--- src/rtl/asrv32_writeback_ctrl_pkg.sv ---
// Shared encodings for the asrv32 writeback stage.
package asrv32_writeback_ctrl_pkg;

  // One-hot opcode vector layout (RTYPE..FENCE); only LOAD and SYSTEM are decoded here.
  localparam int unsigned OPCODE_WIDTH = 11;
  localparam int unsigned OPC_RTYPE    = 0;
  localparam int unsigned OPC_LOAD     = 2;
  localparam int unsigned OPC_SYSTEM   = 9;

  // Load funct3 encodings.
  localparam logic [2:0] F3_LB  = 3'b000;
  localparam logic [2:0] F3_LH  = 3'b001;
  localparam logic [2:0] F3_LW  = 3'b010;
  localparam logic [2:0] F3_LBU = 3'b100;
  localparam logic [2:0] F3_LHU = 3'b101;

  typedef enum logic [1:0] {
    WB_IDLE      = 2'd0,
    WB_WAIT_LOAD = 2'd1,
    WB_FLUSH     = 2'd2
  } wb_state_e;

  // Load context captured while waiting for memory.
  typedef struct packed {
    logic       wr_en;
    logic [4:0] rd_addr;
    logic [2:0] funct3;
    logic [1:0] lsb;
  } load_ctx_t;

endpackage

--- src/rtl/asrv32_writeback_ctrl_load_align.sv ---
// Combinational load data extraction: byte/half select with sign or zero extension.
module asrv32_writeback_ctrl_load_align
  import asrv32_writeback_ctrl_pkg::*;
#(
  parameter int unsigned XLEN = 32
) (
  input  logic [XLEN-1:0] raw,
  input  logic [2:0]      funct3,
  input  logic [1:0]      lsb,
  output logic [XLEN-1:0] result
);

  logic [7:0]  byte_sel;
  logic [15:0] half_sel;

  // Pick the addressed byte and halfword from the raw word.
  always_comb begin
    byte_sel = raw[7:0];
    case (lsb)
      2'd0:    byte_sel = raw[7:0];
      2'd1:    byte_sel = raw[15:8];
      2'd2:    byte_sel = raw[23:16];
      default: byte_sel = raw[31:24];
    endcase
    half_sel = lsb[1] ? raw[31:16] : raw[15:0];
  end

  // Extend to XLEN according to the load type; unknown encodings yield zero.
  always_comb begin
    result = '0;
    case (funct3)
      F3_LB:   result = XLEN'($signed(byte_sel));
      F3_LH:   result = XLEN'($signed(half_sel));
      F3_LW:   result = XLEN'($signed(raw[31:0]));
      F3_LBU:  result = XLEN'(byte_sel);
      F3_LHU:  result = XLEN'(half_sel);
      default: result = '0;
    endcase
  end

endmodule

--- src/rtl/asrv32_writeback_ctrl.sv ---
// Registered writeback stage: rd write port, PC redirect, load wait/timeout and post-redirect flush.
module asrv32_writeback_ctrl
  import asrv32_writeback_ctrl_pkg::*;
#(
  parameter int unsigned     XLEN         = 32,
  parameter logic [XLEN-1:0] PC_RESET     = '0,
  parameter int unsigned     LOAD_TIMEOUT = 16,
  parameter int unsigned     FLUSH_CYCLES = 1
) (
  input  logic                    i_clk,
  input  logic                    i_rst,
  input  logic                    i_ce,
  input  logic [OPCODE_WIDTH-1:0] i_opcode,
  input  logic [2:0]              i_funct3,
  input  logic [1:0]              i_addr_lsb,
  input  logic                    i_wr_rd_en,
  input  logic [4:0]              i_rd_addr,
  input  logic [XLEN-1:0]         i_rd_data,
  input  logic [XLEN-1:0]         i_load_data_from_memory,
  input  logic                    i_load_ack,
  input  logic [XLEN-1:0]         i_load_data_from_csr,
  input  logic                    i_go_to_trap,
  input  logic                    i_return_from_trap,
  input  logic [XLEN-1:0]         i_trap_address,
  input  logic [XLEN-1:0]         i_return_address,
  output logic                    o_wr_rd_en,
  output logic [4:0]              o_rd_addr,
  output logic [XLEN-1:0]         o_rd_data,
  output logic                    o_change_pc,
  output logic [XLEN-1:0]         o_next_pc,
  output logic                    o_flush,
  output logic                    o_stall,
  output logic                    o_load_fault
);

  localparam int unsigned CNT_MAX = (LOAD_TIMEOUT > FLUSH_CYCLES) ? LOAD_TIMEOUT : FLUSH_CYCLES;
  localparam int unsigned CNT_W   = (CNT_MAX > 2) ? $clog2(CNT_MAX) : 1;

  wb_state_e       state, state_nxt;
  logic [CNT_W-1:0] cnt, cnt_nxt;
  load_ctx_t       ctx, ctx_nxt;
  logic            wr_en_nxt, change_pc_nxt, fault_nxt;
  logic [4:0]      rd_addr_nxt;
  logic [XLEN-1:0] rd_data_nxt, next_pc_nxt;
  logic            is_load, is_csr, redirect;
  logic [XLEN-1:0] redirect_pc, load_result;
  logic [2:0]      align_f3;
  logic [1:0]      align_lsb;
  logic            unused_opcode_bits;

  assign unused_opcode_bits = ^i_opcode;

  // Decode and trap-over-mret target selection.
  assign is_load     = i_opcode[OPC_LOAD];
  assign is_csr      = i_opcode[OPC_SYSTEM] && (i_funct3 != 3'b000);
  assign redirect    = i_go_to_trap || i_return_from_trap;
  assign redirect_pc = i_go_to_trap ? i_trap_address : i_return_address;

  // Pending loads align with the captured funct3/lsb, fresh loads with the live ones.
  assign align_f3  = (state == WB_WAIT_LOAD) ? ctx.funct3 : i_funct3;
  assign align_lsb = (state == WB_WAIT_LOAD) ? ctx.lsb    : i_addr_lsb;

  asrv32_writeback_ctrl_load_align #(.XLEN(XLEN)) u_align (
    .raw    (i_load_data_from_memory),
    .funct3 (align_f3),
    .lsb    (align_lsb),
    .result (load_result)
  );

  // Upstream stall, combinational so a missing ack holds the pipe in the same cycle.
  assign o_stall = (state == WB_WAIT_LOAD) || (state == WB_FLUSH) ||
                   ((state == WB_IDLE) && i_ce && is_load && !i_load_ack);

  // Next-state and next-output logic.
  always_comb begin
    state_nxt     = state;
    cnt_nxt       = cnt;
    ctx_nxt       = ctx;
    wr_en_nxt     = 1'b0;
    rd_addr_nxt   = o_rd_addr;
    rd_data_nxt   = o_rd_data;
    change_pc_nxt = 1'b0;
    next_pc_nxt   = o_next_pc;
    fault_nxt     = 1'b0;
    unique case (state)
      WB_IDLE: begin
        if (i_ce) begin
          if (redirect) begin
            change_pc_nxt = 1'b1;
            next_pc_nxt   = redirect_pc;
            cnt_nxt       = '0;
            state_nxt     = WB_FLUSH;
          end else if (is_load) begin
            if (i_load_ack) begin
              wr_en_nxt   = i_wr_rd_en && (i_rd_addr != 5'd0);
              rd_addr_nxt = i_rd_addr;
              rd_data_nxt = load_result;
            end else begin
              ctx_nxt   = '{wr_en: i_wr_rd_en, rd_addr: i_rd_addr, funct3: i_funct3, lsb: i_addr_lsb};
              cnt_nxt   = '0;
              state_nxt = WB_WAIT_LOAD;
            end
          end else begin
            wr_en_nxt   = i_wr_rd_en && (i_rd_addr != 5'd0);
            rd_addr_nxt = i_rd_addr;
            rd_data_nxt = is_csr ? i_load_data_from_csr : i_rd_data;
          end
        end
      end
      WB_WAIT_LOAD: begin
        cnt_nxt = cnt + CNT_W'(1);
        if (redirect) begin
          change_pc_nxt = 1'b1;
          next_pc_nxt   = redirect_pc;
          cnt_nxt       = '0;
          state_nxt     = WB_FLUSH;
        end else if (i_load_ack) begin
          wr_en_nxt   = ctx.wr_en && (ctx.rd_addr != 5'd0);
          rd_addr_nxt = ctx.rd_addr;
          rd_data_nxt = load_result;
          cnt_nxt     = '0;
          state_nxt   = WB_IDLE;
        end else if (cnt == CNT_W'(LOAD_TIMEOUT - 1)) begin
          fault_nxt = 1'b1;
          cnt_nxt   = '0;
          state_nxt = WB_IDLE;
        end
      end
      WB_FLUSH: begin
        if (cnt == CNT_W'(FLUSH_CYCLES - 1)) begin
          cnt_nxt   = '0;
          state_nxt = WB_IDLE;
        end else begin
          cnt_nxt = cnt + CNT_W'(1);
        end
      end
      default: begin
        cnt_nxt   = '0;
        state_nxt = WB_IDLE;
      end
    endcase
  end

  // State, counter, load context and registered outputs.
  always_ff @(posedge i_clk or posedge i_rst) begin
    if (i_rst) begin
      state        <= WB_IDLE;
      cnt          <= '0;
      ctx          <= '0;
      o_wr_rd_en   <= 1'b0;
      o_rd_addr    <= '0;
      o_rd_data    <= '0;
      o_change_pc  <= 1'b0;
      o_next_pc    <= PC_RESET;
      o_flush      <= 1'b0;
      o_load_fault <= 1'b0;
    end else begin
      state        <= state_nxt;
      cnt          <= cnt_nxt;
      ctx          <= ctx_nxt;
      o_wr_rd_en   <= wr_en_nxt;
      o_rd_addr    <= rd_addr_nxt;
      o_rd_data    <= rd_data_nxt;
      o_change_pc  <= change_pc_nxt;
      o_next_pc    <= next_pc_nxt;
      o_flush      <= (state_nxt == WB_FLUSH);
      o_load_fault <= fault_nxt;
    end
  end

endmodule

--- config.mk ---
export PLATFORM = sky130hd
export DESIGN_NAME = asrv32_writeback_ctrl
export DESIGN_NICKNAME = d
export VERILOG_FILES = /design/src/rtl/asrv32_writeback_ctrl_pkg.sv /design/src/rtl/asrv32_writeback_ctrl_load_align.sv /design/src/rtl/asrv32_writeback_ctrl.sv
export SDC_FILE = /design/constraint.sdc
export NUM_CORES = 1
export LEC_CHECK = 0
export BUFFER_PORTS_ARGS = -buffer_cell sky130_fd_sc_hd__buf_4
export CAP_MARGIN = 10
export CORE_UTILIZATION = 46
export CTS_BUF_LIST = sky130_fd_sc_hd__clkbuf_2 sky130_fd_sc_hd__clkbuf_4 sky130_fd_sc_hd__clkbuf_8
export DETAILED_ROUTE_END_ITERATION = 8
export HOLD_SLACK_MARGIN = 0.06
export PLACE_DENSITY = 0.8
export SYNTH_ARGS = -nofsm -noshare
export SYNTH_HDL_FRONTEND = slang
export SYNTH_SLANG_ARGS = --single-unit
export TNS_END_PERCENT = 20
--- constraint.sdc ---
create_clock -name i_clk -period 3.55 [get_ports i_clk]
set_input_delay 0.355 -clock i_clk [delete_from_list [all_inputs] [get_ports i_clk]]
set_output_delay 0.355 -clock i_clk [all_outputs]
set_load 0.01 [all_outputs]
==> run summary <==
The static leakage came out at 3.71 nW. The first-pass GRT wire length is 29,100 um. The count of cells resized by post-cts repair is 0. The worst reg-to-reg path cell count came out at 7. The min-delay analysis places its worst path in the category input port to asynchronous set/reset pin. Of all flip-flops after synthesis, the portion carrying an async set or reset was 1.00. After the last flow step, the layout net total stands at 1,038. The critical path data required time came out at 3820 ps. The total nets after synthesis is 807.

The final setup violation count came out at 0. The CTS tree is yes. Once detail routing completed, the nets flagged for antenna violations numbered 0. Of the post-synthesis cell area, the dominant cell type holds 0.398. The final critical-path share of the clock period came out at 0.911. The post-synthesis sequential element count is 90. At the pin with the least slew margin, the transition time is 1150 ps.

The number of iterations in the first detailed-routing pass came out at 5. The buffer depth of the longest clock path came out at 2. The clock-pin transition on the worst setup and hold timing paths is 90 ps. The met3 layer wire length in the routed design came out at 1670 um. The design draws 4.31 mW.

The net switching power is 1.49 mW. Of the total power, registers draw 0.382. The buffer cell driving the clock tree root is clkbuf_8. The total power density per cell area came out at 542 nW/um^2. The internal power consumption came out at 2.82 mW.

Dividing the detail-routed wire length by the instance count gives 18.8 um. The share of the yosys chip area belonging to registers came out at 0.398. The total negative setup slack came out at 0 ps. The distinct cell type count of the synthesized netlist came out at 62.

Relative to the synthesized area, the layout overhead comes to 40.4%. The area of the mapped netlist came out at 5670 um^2. The share of power burned in the clock network is 0.203. The largest total area in the synthesized netlist belongs to dfrtp_1.

The highest ir drop seen on vdd is 0.319 mV. The via count came out at 5,951. The global routing usage summed across all routing layers came out at 0.292. The final critical path time including I/O delays and setup is 3230 ps. The maximum clock frequency came out at 309 MHz. For this run, the leading register cell type out of synthesis is dfrtp_1. The endpoint of the most critical register-to-register path is o_rd_data[26]. The final number of hold-violating endpoints is 0. The initial antenna violation count is 0. Once placement completed, the tool counted placed cells totaling 979.

The critical path is of the flop to flop type. The detailed placer's ending HPWL came out at 14,000 um. The number of clock sinks came out at 90. The antenna cell count is 0.

The synthesized design contains 0 enable-type register cells. The maximum fanout along the worst path is 32. The number of buffers added on ports is 252. Of the total power, the share spent switching nets is 0.346.

The clock network latency to the later pin of the worst-skew pair is 360 ps. The number of hold buffers added after cts is 0. The number of setup buffers added after CTS came out at 0. The worst setup path is launched from a flop. 262 I/O pins were placed. The run finished with clean final reports. Buffers inserted during clock tree synthesis total 9.

At the worst endpoint, the arrival time is 3500 ps. In the final routing, the length of wire on met1 measures 7430 um. Entering global routing, the biggest net connects 91 pins.

The die outline area came out at 12,800 um^2. The max-capacitance violation count came out at 0. The number of global-route vias before repair came out at 5,766. The clock tree synthesis step divided the H-tree into 3 levels. The placement row count is 40. The post-synthesis cell count is 613. The average instance area after synthesis came out at 9.24 um^2.

The routability-driven placement congestion ratio came out at 0.868. For this configuration, the core starts out at a cell density of 0.472. The fraction of layout instances using a drive strength above 1 is 0.376. The number of standard cells in the layout, taps in and fillers out is 996. The number of remaining DRC errors is 0. The number of violations reported at the end of detailed-routing iteration 0 came out at 544. The final wirelength came out at 18,800 um. The vertical die dimension came out at 113 um. STA classifies the critical path endpoint as a flop.

The fraction of power consumed by combinational cells came out at 0.415. The startpoint identified for the worst register-to-register timing path is state[1]. The final setup skew came out at 7.12 ps.

The synthesis warning total is 0. The total overflow left after global routing is 0. The final-report max-slew violation count is 0.

Setup repair after global routing left no endpoint under its margin. By area the synthesized netlist is led by dfrtp_1 (40%), mux2i_1 (9.5%), nor2_1 (6.5%). The post-route worst hold slack is 74.5 ps. The core area is 12,000 um^2. For flop-to-flop paths, the worst setup slack is 320 ps. The total length of routed met2 wires came out at 9290 um.

After detailed routing, no signal wire sits above met4. Headroom to the max-slew limit came out at 0.233. The number of vias per cell came out at 5.97. The die is 113 um wide.
-- sequential cells by signal (all words and copies together), names as in the netlist --
| signal | flops |
|---|---|
| o_next_pc | 32 |
| o_rd_data | 32 |
| ctx | 11 |
| o_rd_addr | 5 |
| cnt | 4 |
| state | 2 |
| o_change_pc | 1 |
| o_flush | 1 |
| o_load_fault | 1 |
| o_wr_rd_en | 1 |
-- worst max path at each step --
stage | slack (ps) | startpoint | depth (start not counted) | end
floorplan | 860 | i_rst | 1 | cnt[0]
global placement | 600 | state[1] | 7 | o_rd_data[18]
detailed placement | 470 | state[1] | 7 | o_rd_data[26]
CTS | 390 | state[1] | 7 | o_rd_data[26]
global route | 90 | state[1] | 7 | o_rd_data[23]
finish | 320 | state[1] | 7 | o_rd_data[26]
-- through the flow --
stage,area [um^2],util,worst slack (ps)
CTS,7930,0.660,389
global placement,7680,0.639,604
finish,7960,0.662,318
floorplan,5670,-,860
detailed placement,7680,0.639,470
global route,7960,0.662,86.3
-- power groups by stage --
stage / Sequential, mW / Clock, mW / Combinational (mW)
floorplan: 1.78 / 0 / 0.751
global placement: 1.64 / 0 / 1.74
detailed placement: 1.66 / 0 / 1.79
CTS: 1.65 / 0.891 / 1.79
global route: 1.69 / 0.943 / 1.94
finish: 1.65 / 0.877 / 1.79
-- routing by layer --
| metal | vias up | GRT usage |
|---|---|---|
| met5 | - | 0 |
| met4 | 0 | 0.100 |
| li1 | 2779 | - |
| met1 | 2808 | 0.358 |
| met3 | 23 | 0.0637 |
| met2 | 341 | 0.510 |
-- cells in the mapped netlist, drive strengths merged, types with 3 or more instances --
cell type	instances
buf	15
nor3b	3
o21ai	17
nor3	7
nand2	43
and3	5
nand4	5
inv	9
dfrtp	90
a211o	6
nor2	98
a211oi	34
nand3	7
nand2b	5
o311ai	12
o221ai	6
a32o	3
o22ai	16
a221oi	22
and2	3
o2bb2ai	3
ha	6
clkbuf	31
a21oi	42
nor4bb	3
o211ai	7
mux2	14
a21o	3
mux2i	55
o31ai	8
-- area by class of cell --
class / instances / area (um^2)
fill: 964 / 4060
multi-input combinational: 468 / 3200
sequential: 90 / 2250
timing repair buffer: 266 / 2030
tap: 147 / 184
clock buffer: 12 / 153
clock inverter: 4 / 98.8
inverter: 9 / 36.3
-- logic make-up after synthesis --
| family | count (synthesis) | share of synthesized area |
|---|---|---|
| compound gates | 198 | 0.256 |
| fa+ha+maj | 6 | 0.0133 |
| buf+inv | 55 | 0.0424 |
| flops | 90 | 0.398 |
| mux | 71 | 0.136 |
| simple gates | 193 | 0.154 |
-- cells in the final DEF, fill, tap and decap left out, drive strengths merged, types with 6 or more instances in the layout --
cell    count
a211o       6
a211oi     34
a21oi      42
a221oi     22
buf       266
clkbuf     12
dfrtp      90
ha          6
inv         9
mux2       14
mux2i      55
nand2      43
nand3       7
nor2       98
nor3        7
o211ai      7
o21ai      17
o221ai      6
o22ai      16
o311ai     12
o31ai       8
-- worst max-delay path: stages (launching register included) --
cell and delay (ps):
dfrtp_1 430, inv_1 140, ha_1 350, mux2i_1 670, or3_1 880, a221oi_1 230
and3_1 240, nor3_1 200
(Power assumes the default switching activity.)
